===== src/rtl/uart_tx_frame_pkg.sv =====
// Shared UART definitions used by the transmit frame stage and its companion
// receiver.
//   tx_state_t         : frame state encoding (3 bits, IDLE=0 .. STOP=4)
//   UART_DEFAULT_*     : default frame format, 8 data bits, no parity, 1 stop bit
package uart_tx_frame_pkg;

  typedef enum logic [2:0] {
    ST_IDLE   = 3'd0,
    ST_START  = 3'd1,
    ST_DATA   = 3'd2,
    ST_PARITY = 3'd3,
    ST_STOP   = 3'd4
  } tx_state_t;

  localparam int UART_DEFAULT_DATA_BITS  = 8;
  localparam int UART_DEFAULT_STOP_BITS  = 1;
  localparam int UART_DEFAULT_PARITY_EN  = 0;
  localparam int UART_DEFAULT_PARITY_ODD = 0;

endpackage


===== src/rtl/uart_tx_frame.sv =====
// UART transmit frame stage. Serialises bytes into
// start / DATA_BITS data (LSB first) / optional parity / STOP_BITS stop bits,
// advancing one bit per baud_ena tick. A one-entry holding register lets the
// next byte be queued while the current frame shifts, so frames can run
// back-to-back without an idle bit.
// Ports:
//   clk        system clock
//   rst        asynchronous reset, active-high
//   baud_ena   one-clk bit-period tick from the baud generator
//   tx_data    byte to send (low DATA_BITS bits)
//   tx_valid   tx_data valid; accepted when tx_valid && tx_ready
//   tx_ready   holding register empty
//   txd        serial line, idle high
//   busy       frame in progress or holding register full
//   frame_done one-clk pulse when the last stop bit period ends
module uart_tx_frame
  import uart_tx_frame_pkg::*;
#(
  parameter int DATA_BITS  = UART_DEFAULT_DATA_BITS,
  parameter int PARITY_EN  = UART_DEFAULT_PARITY_EN,
  parameter int PARITY_ODD = UART_DEFAULT_PARITY_ODD,
  parameter int STOP_BITS  = UART_DEFAULT_STOP_BITS
) (
  input  logic                 clk,
  input  logic                 rst,
  input  logic                 baud_ena,
  input  logic [DATA_BITS-1:0] tx_data,
  input  logic                 tx_valid,
  output logic                 tx_ready,
  output logic                 txd,
  output logic                 busy,
  output logic                 frame_done
);

  localparam logic [3:0] DATA_BITS_CNT = 4'(DATA_BITS);
  localparam logic [1:0] STOP_CNT      = 2'(STOP_BITS);
  localparam logic       ODD_SEL       = 1'(PARITY_ODD);

  tx_state_t            state_reg, state_next;
  logic [DATA_BITS-1:0] shift_reg, shift_next;
  logic [DATA_BITS-1:0] hold_data_reg, hold_data_next;
  logic                 hold_full_reg, hold_full_next;
  logic [3:0]           bit_cnt_reg, bit_cnt_next;
  logic [1:0]           stop_cnt_reg, stop_cnt_next;
  logic                 parity_reg, parity_next;
  logic                 txd_reg, txd_next;
  logic                 frame_done_reg, frame_done_next;
  logic                 load;

  always_ff @(posedge clk or posedge rst) begin
    if (rst) begin
      state_reg      <= ST_IDLE;
      shift_reg      <= '0;
      hold_data_reg  <= '0;
      hold_full_reg  <= 1'b0;
      bit_cnt_reg    <= '0;
      stop_cnt_reg   <= '0;
      parity_reg     <= 1'b0;
      txd_reg        <= 1'b1;
      frame_done_reg <= 1'b0;
    end else begin
      state_reg      <= state_next;
      shift_reg      <= shift_next;
      hold_data_reg  <= hold_data_next;
      hold_full_reg  <= hold_full_next;
      bit_cnt_reg    <= bit_cnt_next;
      stop_cnt_reg   <= stop_cnt_next;
      parity_reg     <= parity_next;
      txd_reg        <= txd_next;
      frame_done_reg <= frame_done_next;
    end
  end

  always_comb begin
    state_next      = state_reg;
    shift_next      = shift_reg;
    hold_data_next  = hold_data_reg;
    hold_full_next  = hold_full_reg;
    bit_cnt_next    = bit_cnt_reg;
    stop_cnt_next   = stop_cnt_reg;
    parity_next     = parity_reg;
    txd_next        = txd_reg;
    frame_done_next = 1'b0;
    load            = 1'b0;

    // Accept only into an empty holding register. A load needs it full, so
    // an accept and a load can never collide on the same edge.
    if (tx_valid && !hold_full_reg) begin
      hold_data_next = tx_data;
      hold_full_next = 1'b1;
    end

    if (baud_ena) begin
      case (state_reg)
        ST_IDLE: begin
          if (hold_full_reg) load = 1'b1;
        end
        ST_START: begin
          txd_next     = shift_reg[0];
          shift_next   = shift_reg >> 1;
          bit_cnt_next = 4'd1;
          state_next   = ST_DATA;
        end
        ST_DATA: begin
          if (bit_cnt_reg < DATA_BITS_CNT) begin
            txd_next     = shift_reg[0];
            shift_next   = shift_reg >> 1;
            bit_cnt_next = bit_cnt_reg + 4'd1;
          end else if (PARITY_EN != 0) begin
            txd_next   = parity_reg;
            state_next = ST_PARITY;
          end else begin
            txd_next      = 1'b1;
            stop_cnt_next = 2'd1;
            state_next    = ST_STOP;
          end
        end
        ST_PARITY: begin
          txd_next      = 1'b1;
          stop_cnt_next = 2'd1;
          state_next    = ST_STOP;
        end
        ST_STOP: begin
          if (stop_cnt_reg < STOP_CNT) begin
            stop_cnt_next = stop_cnt_reg + 2'd1;
          end else begin
            frame_done_next = 1'b1;
            // A queued byte starts immediately: its start bit replaces
            // what would otherwise be the first idle bit.
            if (hold_full_reg) load = 1'b1;
            else               state_next = ST_IDLE;
          end
        end
        default: begin
          txd_next   = 1'b1;
          state_next = ST_IDLE;
        end
      endcase
    end

    if (load) begin
      shift_next     = hold_data_reg;
      // Parity is fixed at load time from the byte as loaded.
      parity_next    = (^hold_data_reg) ^ ODD_SEL;
      hold_full_next = 1'b0;
      txd_next       = 1'b0;
      state_next     = ST_START;
    end
  end

  assign tx_ready   = !hold_full_reg;
  assign busy       = (state_reg != ST_IDLE) || hold_full_reg;
  assign txd        = txd_reg;
  assign frame_done = frame_done_reg;

endmodule


===== config.mk =====
export PLATFORM = sky130hd
export DESIGN_NAME = uart_tx_frame
export DESIGN_NICKNAME = d
export VERILOG_FILES = /design/src/rtl/uart_tx_frame_pkg.sv /design/src/rtl/uart_tx_frame.sv
export SDC_FILE = /design/constraint.sdc
export NUM_CORES = 1
export LEC_CHECK = 0
export BUFFER_PORTS_ARGS = -buffer_cell sky130_fd_sc_hd__clkbuf_2
export CAP_MARGIN = 20
export CELL_PAD_IN_SITES_DETAIL_PLACEMENT = 2
export CELL_PAD_IN_SITES_GLOBAL_PLACEMENT = 2
export CORE_UTILIZATION = 36
export DETAILED_ROUTE_END_ITERATION = 8
export PLACE_DENSITY = 0.87
export RECOVER_POWER = 25
export SLEW_MARGIN = 20
export SYNTH_ARGS = -nofsm -noshare
export SYNTH_HDL_FRONTEND = slang
export SYNTH_SLANG_ARGS = --single-unit

===== constraint.sdc =====
create_clock -name clk -period 1.9 [get_ports clk]
set_input_delay 0.38 -clock clk [delete_from_list [all_inputs] [get_ports clk]]
set_output_delay 0.38 -clock clk [all_outputs]
set_load 0.1 [all_outputs]

==> flow_metrics.env <==
export IMPL_cts_buffers=3
export IMPL_clk_pin_slew_worst_paths_ps=100
export IMPL_cts_hold_buf=0
export IMPL_worstPathRequired_ps=1520
export IMPL_crit_path_end_kind="output port"
export IMPL_dieArea_um2=4060
export IMPL_leakage_uw=0.000779
export IMPL_final_cell_area_um2=1670
export IMPL_drive_gt1_share_pct=30.7
export IMPL_io_buffers=15
export IMPL_rsz0062_at_grt="false"
export IMPL_drt_iter0_drc=26
export IMPL_period_needed_ps=1870
export IMPL_critPathSlowestCell="or4_4"
export IMPL_synth_distinct_cells=36
export IMPL_fp_dieW_um=63.7
export IMPL_finalSetupViolCount=0
export IMPL_grt_usage_pct=22.7
export IMPL_num_antenna_cells=0
export IMPL_synth_area_um2=1370
export IMPL_clock_latency_ps=280
export IMPL_grt_max_degree=29
export IMPL_fin_skew_ps=6.96
export IMPL_max_slew_worst_pin_slew_ps=558
export IMPL_overflow=0
export IMPL_drc=0
export IMPL_cp_start_kind="flip-flop"
export IMPL_power_share_sequential_pct=36.3
export IMPL_grt_pass1_wl_um=6870
export IMPL_power_density_nw_per_um2=1870
export IMPL_finalWirelength_um=4380
export IMPL_fillerInstances=387
export IMPL_clockBufferDepth=2
export IMPL_p_sw_share_pct=43.5
export IMPL_ys_warn_count=0
export IMPL_max_stage_delay_ps=560
export IMPL_relSlewSlack_pct=63.0
export IMPL_start_util_pct=37.4
export IMPL_timing_worst_setup_path_type="flip-flop to output port"
export IMPL_syn_to_final_growth_pct=22.0
export IMPL_cts_sinks=28
export IMPL_netlist_instances=137
export IMPL_period_share_pct=98.5
export IMPL_routed_via_density=5.66
export IMPL_hold_violations=0
export IMPL_worstPathMaxFanout=6
export IMPL_syn_nets=151
export IMPL_first_pass_iters=4
export IMPL_pin_count=16
export IMPL_setup_tns_ps=0
export IMPL_vias=1195
export IMPL_slew_viol_final=0
export IMPL_cts_root_buf="clkbuf_8"
export IMPL_core_region_area_um2=3660
export IMPL_rows=22
export IMPL_gp_congestion=0.846
export IMPL_timing_rr_start="state_reg[0]$_DFFE_PP0P_"
export IMPL_cts_tree="yes"
export IMPL_p_comb_share_pct=48.4
export IMPL_pre_cts_slack_ps=234
export IMPL_clkPwrFrac_pct=15.3
export IMPL_crit_start="state_reg[2]$_DFFE_PP0P_"
export IMPL_async_flop_share_pct=100
export IMPL_power_switching_uw=1360
export IMPL_fmax_mhz=535
export IMPL_status="complete, no violations"
export IMPL_synth_seq_area_share_pct=51.2
export IMPL_fin_nets=178
export IMPL_ys_flop_type="dfrtp_1"
export IMPL_die_h_um=63.7
export IMPL_hp_class="primary input to async pin"
export IMPL_htreeDepth=1
export IMPL_antenna_found_initial=0
export IMPL_synth_edf_count=0
export IMPL_grt_pass1_vias=1315
export IMPL_ir_drop_mv=0.999
export IMPL_antenna_left=0
export IMPL_ys_top_cells_by_area="dfrtp_1 49%, mux2_2 6.6%, nand2_1 3.8%"
export IMPL_cap_violations=0
export IMPL_yosys_area_top_type="dfrtp_1"
export IMPL_dp_hpwl_um=2680
export IMPL_final_setup_worst_slack_ps=29.3
export IMPL_synth_top_area_share_pct=49.3
export IMPL_path_cells="or4_4 > buf_12"
export IMPL_internal_power_uw=1770
export IMPL_place_area_um2=1540
export IMPL_synth_seq_cells=28
export IMPL_wl_per_cell_um=20.8
export IMPL_worstPathArrival_ps=1490
export IMPL_syn_avg_cell_area_um2=10.0
==> through the flow <==
step / util, % / total power, µW / cells / hold WS, ps
floorplan: - / 2080 / 137 / 445
global placement: 42.2 / 2340 / 200 / 438
detailed placement: 42.2 / 2480 / 200 / 455
CTS: 44.4 / 3040 / 205 / 146
global route: 45.7 / 3310 / 211 / 179
finish: 45.7 / 3130 / 211 / 130
==> routing by layer <==
| metal | up-vias | wire, µm | GRT usage [%] |
|---|---|---|---|
| met1 | 603 | 1870 | 27.7 |
| li1 | 545 | - | - |
| met4 | 0 | 121 | 8.52 |
| met3 | 12 | 142 | 1.99 |
| met2 | 35 | 2250 | 41.0 |
| met5 | - | 0 | 0 |
==> cell families (layout without fill, tap and decap cells) <==
logic type / Yosys count / after routing / synth area share (%)
buf+inv: 15 / 41 / 4.57
simple gates: 51 / 51 / 19.6
fa+ha+maj: 2 / 2 / 1.83
mux: 9 / 9 / 7.31
compound gates: 32 / 32 / 15.4
flops: 28 / 28 / 51.2
==> layout make-up <==
| cell class | count | area (µm²) | share of cell area [%] |
|---|---|---|---|
| well taps | 48 | 60.1 | 3.59 |
| repair buffers | 29 | 195 | 11.7 |
| clock buffers | 3 | 41.3 | 2.47 |
| flip-flops and latches | 28 | 706 | 42.2 |
| multi-input cells | 94 | 609 | 36.5 |
| clock inverters | 1 | 30.0 | 1.80 |
| inverters | 8 | 30.0 | 1.80 |
==> power by group through the flow <==
stage                     logic [µW]  registers (µW)  clock network, µW
after floorplan                  941            1130                  0
after global placement          1220            1120                  0
after detailed placement        1320            1170                  0
after CTS                       1410            1150                485
after global routing            1640            1170                505
final                           1520            1140                479
==> cells in the final DEF, fill, tap and decap left out, types with 5 or more instances in the layout <==
| cell type | instances |
|---|---|
| and3_1 | 5 |
| clkbuf_2 | 14 |
| buf_4 | 14 |
| o21ai_0 | 7 |
| inv_1 | 8 |
| nand2_1 | 14 |
| nand3_1 | 7 |
| dfrtp_1 | 24 |
| a31oi_1 | 8 |
| mux2_2 | 8 |
| nor2_1 | 10 |
==> worst paths after layout <==
| check | to | depth (start not counted) | slack (ps) |
|---|---|---|---|
| worst max-delay path | busy | 2 | 30 |
| worst min-delay path | hold_data_reg[6]$_DFFE_PP0P_ | 3 | 130 |
| worst max register to register | shift_reg[6]$_DFFE_PP0P_ | 7 | 170 |
| worst min register to register | txd$_DFFE_PP1P_ | 2 | 480 |
| max in group asynchronous | txd$_DFFE_PP1P_ | 3 | 1460 |
| min in group clk | hold_data_reg[5]$_DFFE_PP0P_ | 2 | 320 |
==> Yosys cell counts (3+ instances only) <==
cell	count
a221oi_1	4
nand2b_1	3
a31oi_1	8
buf_2	5
and3_1	5
nor2_1	10
inv_1	8
o21ai_0	7
dfrtp_1	27
mux2_2	8
nand3_1	7
a21oi_1	4
nand2_1	14
==> critical path: cells and delay by family (launching register included) <==
family	cells	cell delay, ps
simple gates	1	560
flops	1	460
buf+inv	1	180
==> repair_timing <==
action	4_1_cts	5_1_grt
hold endpoints to repair	0	0
buffers inserted	1	6
cloned	0	0
endpoints found under the setup margin	1	1
resized for setup	3	0
No activity file was read; power rests on OpenSTA's default activity.
